### src/rtl/hsi_m_cmd_tx.sv
// HSI master command transmitter: one-deep holding register feeding a
// slot-paced serialiser that drives the com1/com2 line pair.
module hsi_m_cmd_tx #(
    parameter int GAP_TICKS = 4
) (
    input  logic       clk,
    input  logic       n_rst,
    input  logic       clk_en,
    input  logic [7:0] d,
    input  logic       d_wr,
    input  logic       d_last,
    output logic       d_rdy,
    output logic       com1,
    output logic       com2,
    output logic       busy,
    output logic       frame_done,
    output logic       tx_underrun,
    output logic       wr_ovf
);

    typedef enum logic [2:0] {
        S_IDLE,
        S_START_H,
        S_START_L,
        S_BIT_H,
        S_BIT_L,
        S_STOP1,
        S_STOP2,
        S_GAP
    } state_t;

    state_t     state, state_n;
    logic [3:0] cnt, cnt_n;
    logic [7:0] sh, sh_n;
    logic       sh_last, sh_last_n;
    logic       hold_valid;
    logic [7:0] hold_data;
    logic       hold_last;
    logic       take, accept;
    logic       done_n, unr_n;
    logic       bit_n, com1_n, com2_n;

    assign d_rdy  = ~hold_valid;
    assign busy   = (state != S_IDLE);
    // A write coinciding with a take refills the register in the same cycle
    assign accept = d_wr & (~hold_valid | take);

    always_comb begin
        state_n   = state;
        cnt_n     = cnt;
        sh_n      = sh;
        sh_last_n = sh_last;
        take      = 1'b0;
        done_n    = 1'b0;
        unr_n     = 1'b0;
        if (clk_en) begin
            unique case (state)
                S_IDLE: begin
                    if (hold_valid) state_n = S_START_H;
                end
                S_START_H: state_n = S_START_L;
                S_START_L: begin
                    take      = 1'b1;
                    sh_n      = hold_data;
                    sh_last_n = hold_last;
                    cnt_n     = 4'd0;
                    state_n   = S_BIT_H;
                end
                S_BIT_H: state_n = S_BIT_L;
                S_BIT_L: begin
                    if (cnt < 4'd8) begin
                        cnt_n   = cnt + 4'd1;
                        state_n = S_BIT_H;
                    end else if (sh_last) begin
                        state_n = S_STOP1;
                    end else if (hold_valid) begin
                        take      = 1'b1;
                        sh_n      = hold_data;
                        sh_last_n = hold_last;
                        cnt_n     = 4'd0;
                        state_n   = S_BIT_H;
                    end else begin
                        unr_n   = 1'b1;
                        state_n = S_STOP1;
                    end
                end
                S_STOP1: begin
                    done_n  = 1'b1;
                    state_n = S_STOP2;
                end
                S_STOP2: begin
                    cnt_n   = 4'd1;
                    state_n = (GAP_TICKS == 1) ? S_IDLE : S_GAP;
                end
                S_GAP: begin
                    if (cnt == 4'(GAP_TICKS - 1)) begin
                        cnt_n   = 4'd0;
                        state_n = S_IDLE;
                    end else begin
                        cnt_n = cnt + 4'd1;
                    end
                end
            endcase
        end
    end

    // Line levels follow the slot being entered; slot 8 carries odd parity
    always_comb begin
        com1_n = 1'b0;
        com2_n = 1'b0;
        bit_n  = (cnt_n == 4'd8) ? ~^sh_n : sh_n[~cnt_n[2:0]];
        unique case (state_n)
            S_START_H, S_STOP1, S_STOP2: begin
                com1_n = 1'b1;
                com2_n = 1'b1;
            end
            S_BIT_H: begin
                com1_n = bit_n;
                com2_n = ~bit_n;
            end
            default: ;
        endcase
    end

    always_ff @(posedge clk or negedge n_rst) begin
        if (!n_rst) begin
            state   <= S_IDLE;
            cnt     <= 4'd0;
            sh      <= 8'd0;
            sh_last <= 1'b0;
            com1    <= 1'b0;
            com2    <= 1'b0;
        end else if (clk_en) begin
            state   <= state_n;
            cnt     <= cnt_n;
            sh      <= sh_n;
            sh_last <= sh_last_n;
            com1    <= com1_n;
            com2    <= com2_n;
        end
    end

    always_ff @(posedge clk or negedge n_rst) begin
        if (!n_rst) begin
            hold_valid  <= 1'b0;
            hold_data   <= 8'd0;
            hold_last   <= 1'b0;
            frame_done  <= 1'b0;
            tx_underrun <= 1'b0;
            wr_ovf      <= 1'b0;
        end else begin
            if (accept) begin
                hold_valid <= 1'b1;
                hold_data  <= d;
                hold_last  <= d_last;
            end else if (take) begin
                hold_valid <= 1'b0;
            end
            frame_done  <= done_n;
            tx_underrun <= unr_n;
            wr_ovf      <= d_wr & hold_valid & ~take;
        end
    end

endmodule

### config.mk
export PLATFORM = sky130hd
export DESIGN_NAME = hsi_m_cmd_tx
export DESIGN_NICKNAME = d
export VERILOG_FILES = /design/src/rtl/hsi_m_cmd_tx.sv
export SDC_FILE = /design/constraint.sdc
export NUM_CORES = 1
export LEC_CHECK = 0
export ABC_AREA = 1
export BUFFER_PORTS_ARGS = -buffer_cell sky130_fd_sc_hd__buf_2
export CAP_MARGIN = 20
export CORE_UTILIZATION = 58
export CTS_CLUSTER_SIZE = 25
export DETAILED_ROUTE_END_ITERATION = 8
export HOLD_SLACK_MARGIN = 0.02
export PLACE_DENSITY = 0.86
export SYNTH_ARGS = -nofsm -noshare
export SYNTH_HDL_FRONTEND = slang
export SYNTH_SLANG_ARGS = --single-unit
### constraint.sdc
create_clock -name clk -period 2.1 [get_ports clk]
set_input_delay 0.42 -clock clk [delete_from_list [all_inputs] [get_ports clk]]
set_output_delay 0.42 -clock clk [all_outputs]
set_load 0.05 [all_outputs]
==> Flow_metrics.wiki, run 1 <==
{| class="wikitable"
! Metric !! Value
|-
| Status || finished with violations
|-
| Failing checks || DRC
|-
| Met3 routing resource usage after global routing || roughly 5.4%
|-
| YS warnings || 0
|-
| Number of distinct library cell variants in the gate-level netlist after synthesis || 25
|-
| Worst-case register-to-register setup slack || ~0.038 ns
|-
| Count of input and output buffers || 19
|-
| Tot Pwr || ~3.1 mW
|-
| Starting density of the core || ~63%
|-
| Commonest non-fill, non-tap cell in the layout || sky130_fd_sc_hd__nand2_1
|-
| Largest net degree at the start of global routing || 32
|-
| Post-synthesis net count || roughly 250
|-
| Power Density || approximately 1400 nW/um^2
|-
| Clk sink count || 31
|-
| Post-DR vias/cell || between 5 and 6
|-
| Setup slack at placement || -0.00592 ns
|-
| Worst setup skew after layout || approximately 0.012 ns
|-
| Post-synthesis cell area || roughly 1800 sq um
|-
| Critical path required time || between 2 and 2.5 ns
|-
| Hold violation count in the final report || 0
|-
| First-pass iteration count of the detailed router || 7
|-
| TritonCTS clock tree || yes
|-
| Maximum capacitance violations || 0
|-
| Buffers from clock root to sink, at most || 2
|-
| Met1 Track Usage GR || between 30% and 40%
|-
| Horizontal die dimension || around 58 um
|-
| Number of nets at the end of the flow || roughly 290
|-
| Crit-path max FO || 8
|-
| Overflow after GRT || 0
|-
| Setup repair after global routing missed its margin || true
|-
| Number of global-route vias before repair || 1515
|-
| Class of the most critical hold timing path || primary input to asynchronous set/reset pin
|-
| GRT Total Usage || 25.9%
|-
| Drt wl/cell || 14.0 um
|-
| Critical Path End Type || flip-flop
|-
| Clock latency reported for the late side of the worst-skew pair || about 0.35 ns
|-
| Post-Layout Cell Count || 307
|-
| Count of pins over their slew limit || 0
|-
| Number of hold buffers added after cts || 0
|-
| Met2 usage in global routing || a little over two fifths
|-
| # setup viols final || 0
|-
| Final WL || between 4000 and 5000 um
|-
| Worst reg2reg path startpoint || state[0]
|-
| Crit path DAT || ~2.4 ns
|-
| Number of fill cells || between 150 and 200
|-
| Number of antenna violations at the first check in global routing || 0
|-
| First-pass GRT wire length || 6400 um
|-
| Shortest clock period the worst path allows after layout || approximately 2.1 ns
|-
| Number of antenna-violating nets in the routed design || 0
|-
| Clock slew at the register clock pins of the worst setup and hold paths || 0.10 ns
|-
| Fraction of final layout cells with drive strength greater than 1 || 34.4%
|-
| Global routing's busiest layer || met2
|-
| Final weighted congestion of routability-driven global placement || around 0.9
|-
| Smallest setup slack after layout || around 0.038 ns
|-
| Number of diodes added for antenna fixing || 0
|-
| Placement Rows || 19
|-
| Type of the worst setup path || flip-flop to flip-flop
|-
| Critical Path Source Type || flip-flop
|-
| Via Count || approximately 1.7k
|-
| Total die area || between 3000 and 4000 sq um
|-
| Transition at the pin with the smallest max-transition slack || between 0.6 and 0.7 ns
|-
| Area of the multi-input gates || between 1000 and 1500 sq um
|-
| Number of register bits inferred by synthesis || 31
|-
| Max Clock Freq || ~480 MHz
|-
| Biggest area consumer among synthesized cells || sky130_fd_sc_hd__dfrtp_1
|-
| Area used by sequential logic in the layout || approximately 800 sq um
|-
| Syn Inst Count || approximately 240
|-
| Die span in y || approximately 58 um
|-
| Number of placed cells counting well taps || just under 300
|-
| Portion of synthesized cell area occupied by the leading cell type || 43.4%
|-
| Average instance area after synthesis || between 7 and 8 sq um
|-
| Drc violations || 1
|-
| Worst-case vdd ir drop || ~0.8 mV
|-
| Critical register-to-register path endpoint || com2
|-
| Cell leakage power || ~1.1 nW
|-
| Area Overhead vs Synth || 23.3%
|-
| I/O pin cnt || 20
|-
| First DRT Iteration DRCs || around 140
|-
| Commonest non-fill, non-tap cells in the layout || 67 x sky130_fd_sc_hd__nand2_1, 26 x sky130_fd_sc_hd__dfrtp_1, 22 x sky130_fd_sc_hd__inv_1, 22 x sky130_fd_sc_hd__nand3_1, 19 x sky130_fd_sc_hd__buf_2
|-
| Leading cell types by total area after synthesis || sky130_fd_sc_hd__dfrtp_1 43%, sky130_fd_sc_hd__nand2_1 16%, sky130_fd_sc_hd__nand3_1 6.7%
|-
| Clock Tree Root || sky130_fd_sc_hd__clkbuf_4
|-
| Core outline area || 2830 sq um
|-
| Detailed placer's ending HPWL || 2890 um
|-
| Number of buffers added by the clock tree synthesis step || 5
|-
| Sequential-to-total area share from yosys stat || a little over two fifths
|-
| H-tree depth || 2
|-
| Normalized max-slew margin || a little over half
|-
| Worst Reg2Reg Path Length in Cells || 17
|-
| Ratio of final minimum period to clock period || between 90% and 100%
|}
[cell families after synthesis]
group	share of synthesized area, %
fa+ha+maj	0.700
mux	5.04
flops	43.4
simple gates	35.9
buf+inv	7.21
compound gates	7.70
[worst max path at each step]
stage	from	to	slack [ns]	depth (start not counted)
2_1_floorplan	hold_valid	com2	0.18	15
3_3_place_gp	state[2]	com2	0.05	16
3_5_place_dp	state[2]	com2	-0.006	16
4_1_cts	state[2]	com2	0.02	16
5_1_grt	state[1]	com2	-0.14	16
6_report	state[0]	com2	0.04	17
[worst max-delay path: stages, from the launching register on]
cell,delay (ns)
sky130_fd_sc_hd__dfrtp_2,0.48
sky130_fd_sc_hd__inv_4,0.09
sky130_fd_sc_hd__nand3_4,0.15
sky130_fd_sc_hd__nand2_8,0.15
sky130_fd_sc_hd__nand3_4,0.15
sky130_fd_sc_hd__nand2_4,0.13
sky130_fd_sc_hd__inv_4,0.04
sky130_fd_sc_hd__nor2_4,0.09
sky130_fd_sc_hd__nand2_1,0.07
sky130_fd_sc_hd__nand2_1,0.10
sky130_fd_sc_hd__nand2_1,0.07
sky130_fd_sc_hd__inv_1,0.05
sky130_fd_sc_hd__nor2_1,0.04
sky130_fd_sc_hd__nand2_1,0.07
sky130_fd_sc_hd__nand3_2,0.06
sky130_fd_sc_hd__nand2_1,0.07
sky130_fd_sc_hd__nand2_1,0.06
sky130_fd_sc_hd__a21oi_2,0.12
[layer usage]
layer / vias to the layer above / share of wire (%)
met5: - / 0
met4: 0 / 1.9
li1: 846 / -
met2: 72 / 51
met3: 9 / 6.5
met1: 814 / 41
[Yosys cell counts]
cell type and count:
sky130_fd_sc_hd__a21oi_1 4, sky130_fd_sc_hd__a21oi_2 1, sky130_fd_sc_hd__a21oi_4 1, sky130_fd_sc_hd__buf_2 1, sky130_fd_sc_hd__buf_4 2, sky130_fd_sc_hd__dfrtp_1 31, sky130_fd_sc_hd__ha_1 1, sky130_fd_sc_hd__inv_1 24
sky130_fd_sc_hd__inv_2 5, sky130_fd_sc_hd__mux2_2 8, sky130_fd_sc_hd__nand2_1 76, sky130_fd_sc_hd__nand2_2 12, sky130_fd_sc_hd__nand3_1 24, sky130_fd_sc_hd__nand3_2 1, sky130_fd_sc_hd__nand3_4 1, sky130_fd_sc_hd__nand3b_1 1
sky130_fd_sc_hd__nand4_1 6, sky130_fd_sc_hd__nor2_1 18, sky130_fd_sc_hd__nor2_2 1, sky130_fd_sc_hd__nor3_1 3, sky130_fd_sc_hd__o2111ai_1 2, sky130_fd_sc_hd__o21ai_0 11, sky130_fd_sc_hd__o21ai_1 1, sky130_fd_sc_hd__o21ai_2 1
sky130_fd_sc_hd__o22ai_1 1
[what timing repair did]
| item | in CTS | in global routing |
|---|---|---|
| pin swaps | 0 | 16 |
| buffers inserted | 0 | 9 |
| resized for setup | 2 | 37 |
| cloned | 0 | 1 |
| setup endpoints to repair | 1 | 2 |
[power by group]
group,switching [mW],internal [mW]
Clock,0.216,0.129
Combinational,1.11,0.640
Sequential,0.190,0.836
Total,1.51,1.60
[sequential cells by signal, summed over array words and instances (netlist names)]
| register | cells |
|---|---|
| hold_data | 8 |
| sh | 8 |
| cnt | 4 |
| state | 3 |
| com1 | 1 |
| com2 | 1 |
| frame_done | 1 |
| hold_last | 1 |
| hold_valid | 1 |
| sh_last | 1 |
| tx_underrun | 1 |
| wr_ovf | 1 |
[area by class of cell]
class                   count  area share (%)
multi-input cells         175            45.8
flip-flops and latches     31            35.5
repair buffers             33            9.26
inverters                  29            5.28
clock buffers               6            1.87
well taps                  31            1.76
clock inverters             2           0.568
[stage by stage]
stage	area, sq um	util [%]	setup TNS [ns]	hold WS (ns)
after global routing	2200	77.9	-0.204	0.152
after global placement	1940	68.5	0	0.486
after CTS	2000	70.8	0	0.126
final	2200	77.9	0	0.107
after detailed placement	1940	68.5	-0.00592	0.498
after floorplan	1790	-	0	0.124
No activity file was read; power rests on OpenSTA's default activity.
==> run 2: changes to the inputs <==
REMOVE_ABC_BUFFERS = 1   (was not set)
==> Flow_metrics.wiki, run 2 (synthesis results as in run 1) <==
{| class="wikitable"
! Metric !! Value
|-
| Setup slack at placement || -0.0182 ns (-0.0123 ns)
|-
| Standard cell area after detailed placement || 1920 sq um (-1.2%)
|-
| Worst-case vdd ir drop || 0.829 mV (+4.2%)
|-
| Buffers from clock root to sink, at most || 2 (unchanged)
|-
| Final weighted congestion of routability-driven global placement || 0.850 (-8.0%)
|-
| Largest registers || hold_data: 8 flops, sh: 8 flops, cnt: 4 flops
|-
| Critical Path Source Type || flip-flop
|-
| Via Count || 1721 (-1.1%)
|-
| Worst setup skew after layout || 0.00894 ns (-0.00270 ns)
|-
| Type of the worst setup path || flip-flop to flip-flop
|-
| Placement Rows || 19 (unchanged)
|-
| Number of antenna-violating nets in the routed design || 0 (unchanged)
|-
| Post-DR vias/cell || 5.70 (+0.49%)
|-
| TritonCTS clock tree || yes
|-
| # setup viols final || 1 (+1)
|-
| Critical Path End Type || flip-flop
|-
| Number of global-route vias before repair || 1530 (+0.99%)
|-
| Clock Tree Root || sky130_fd_sc_hd__clkbuf_4
|-
| Core outline area || 2830 sq um (unchanged)
|-
| Critical path required time || 2.32 ns (-0.07 ns)
|-
| Detailed placer's ending HPWL || 2820 um (-2.5%)
|-
| Post-Layout Cell Count || 302 (-1.6%)
|-
| Failing checks || DRC, setup timing
|-
| Fraction of final layout cells with drive strength greater than 1 || 31.7% (-2.7 points)
|-
| First-pass iteration count of the detailed router || 6 (-1)
|-
| Smallest setup slack after layout || -0.00881 ns (-0.0468 ns)
|-
| Number of antenna violations at the first check in global routing || 0 (unchanged)
|-
| Crit-path max FO || 7 (-1)
|-
| Switching power as a share of total power || 48.6% (about the same)
|-
| Number of placed cells counting well taps || 286 (-1.0%)
|-
| Crit path DAT || 2.33 ns (-0.02 ns)
|-
| Number of fill cells || 200 (+3.1%)
|-
| Total die area || 3310 sq um (unchanged)
|-
| Number of hold buffers added after cts || 0 (unchanged)
|-
| Clk sink count || 31 (unchanged)
|-
| Status || finished with violations
|-
| First DRT Iteration DRCs || 115 (-20%)
|-
| I/O pin cnt || 20 (unchanged)
|-
| Ratio of final minimum period to clock period || 100% (+2.2 points)
|-
| Count of pins over their slew limit || 0 (unchanged)
|-
| Flop pwr share || 34.1% (+1.2 points)
|-
| Tot Pwr || 3.02 mW (-3.2%)
|-
| Largest net degree at the start of global routing || 32 (unchanged)
|-
| Max Clock Freq || 474 MHz (-2.2%)
|-
| Commonest non-fill, non-tap cell in the layout || sky130_fd_sc_hd__nand2_1
|-
| Power share of the clock group || 11.0% (about the same)
|-
| Share of total power in combinational logic || 54.9% (-1.1 points)
|-
| Number of nets at the end of the flow || 284 (-1.7%)
|-
| Drc violations || 1 (unchanged)
|-
| Shortest clock period the worst path allows after layout || 2.11 ns (+0.0468 ns)
|-
| Hold violation count in the final report || 0 (unchanged)
|-
| Setup repair after global routing missed its margin || true
|-
| First-pass GRT wire length || 6540 um (+2.3%)
|-
| Power Density || 1410 nW/um^2 (-0.36%)
|-
| Transition at the pin with the smallest max-transition slack || 0.660 ns (-0.0347 ns)
|-
| Clock slew at the register clock pins of the worst setup and hold paths || 0.10 ns (about the same)
|-
| Total internal power || 1.55 mW (-3.3%)
|-
| Number of buffers added by the clock tree synthesis step || 5 (unchanged)
|-
| GRT Total Usage || 26.1% (+0.18 points)
|-
| Die span in y || 57.5 um (unchanged)
|-
| Normalized max-slew margin || 56.0% (+2.3 points)
|-
| Number of diodes added for antenna fixing || 0 (unchanged)
|-
| Cell leakage power || 1.11 nW (-2.2%)
|-
| Maximum capacitance violations || 0 (unchanged)
|-
| H-tree depth || 2 (unchanged)
|-
| Clock latency reported for the late side of the worst-skew pair || 0.34 ns (about the same)
|-
| Final WL || 4070 um (-5.5%)
|-
| Class of the most critical hold timing path || primary input to asynchronous set/reset pin
|-
| Drt wl/cell || 13.5 um (-3.9%)
|-
| Worst hold margin || 0.103 ns (-0.00420 ns)
|-
| Final Instance Area || 2140 sq um (-2.8%)
|-
| Count of input and output buffers || 19 (unchanged)
|-
| Overflow after GRT || 0 (unchanged)
|-
| Horizontal die dimension || 57.5 um (unchanged)
|-
| Commonest non-fill, non-tap cells in the layout || 69 x sky130_fd_sc_hd__nand2_1, 27 x sky130_fd_sc_hd__dfrtp_1, 22 x sky130_fd_sc_hd__nand3_1, 21 x sky130_fd_sc_hd__inv_1, 19 x sky130_fd_sc_hd__buf_2
|-
| Area Overhead vs Synth || 19.8%
|-
| Starting density of the core || 63.2% (unchanged)
|-
| Power spent charging and discharging nets || 1.47 mW (-3.1%)
|}
[run 2: final timing paths]
kind                           endpoint  depth (start not counted)    startpoint  slack (ns)
min in group clk           hold_data[3]                          2          d[3]        0.31
setup reg to reg                   com2                         17      state[0]      -0.009
setup / recovery                   com2                         17      state[0]      -0.009
hold / removal                    sh[1]                          1         n_rst        0.10
max in group asynchronous        cnt[3]                          1         n_rst        1.53
hold reg to reg            hold_data[0]                          1  hold_data[0]        0.51
[run 2: stage by stage]
stage	TNS, ns	util (%)
after detailed placement	-0.0275	67.7
after CTS	0	70.3
final	-0.00881	75.7
after global routing	-0.233	75.7
after floorplan	0	-
after global placement	0	67.7
[run 2: what timing repair did]
item	CTS	global route
setup endpoints to repair	2	2
setup buffers	0	7
gates cloned	1	0
resized for setup	3	29
pin swaps	1	15
[run 2: worst max-delay path: stages, from the launching register on]
cell and delay (ns):
sky130_fd_sc_hd__dfrtp_2 0.48, sky130_fd_sc_hd__inv_2 0.11, sky130_fd_sc_hd__nand3_4 0.15, sky130_fd_sc_hd__buf_4 0.19, sky130_fd_sc_hd__nand2_2 0.09, sky130_fd_sc_hd__nand4_1 0.12, sky130_fd_sc_hd__nand2_2 0.13, sky130_fd_sc_hd__inv_2 0.03
sky130_fd_sc_hd__nand2_1 0.07, sky130_fd_sc_hd__nand2_1 0.08, sky130_fd_sc_hd__nand2_2 0.09, sky130_fd_sc_hd__inv_2 0.03, sky130_fd_sc_hd__nor2_1 0.11, sky130_fd_sc_hd__nand2_1 0.08, sky130_fd_sc_hd__nand3_2 0.06, sky130_fd_sc_hd__nand2_1 0.05
sky130_fd_sc_hd__nand2_1 0.07, sky130_fd_sc_hd__a21oi_2 0.05
[run 2: final cells by class]
class / instances / area, sq um / area share, %
inverters: 29 / 114 / 5.32
flip-flops and latches: 31 / 781 / 36.5
repair buffers: 28 / 175 / 8.18
clock buffers: 7 / 45.0 / 2.10
well taps: 31 / 38.8 / 1.81
clock inverters: 1 / 5.00 / 0.234
multi-input cells: 175 / 982 / 45.9
[run 2: power groups by stage]
stage	combinational (mW)	sequential, mW	clock [mW]
2_1_floorplan	1.04	1.05	0
3_3_place_gp	1.37	0.992	0
5_1_grt	1.82	1.05	0.364
6_report	1.66	1.03	0.332
4_1_cts	1.44	0.995	0.335
3_5_place_dp	1.40	1.00	0
[run 2: layer usage]
layer / wire [um] / GRT usage (%) / vias to the layer above
met5: 0 / 0 / -
met4: 103 / 9.06 / 0
met3: 301 / 6.35 / 14
met2: 2050 / 45.7 / 80
met1: 1610 / 31.1 / 794
li1: - / - / 833
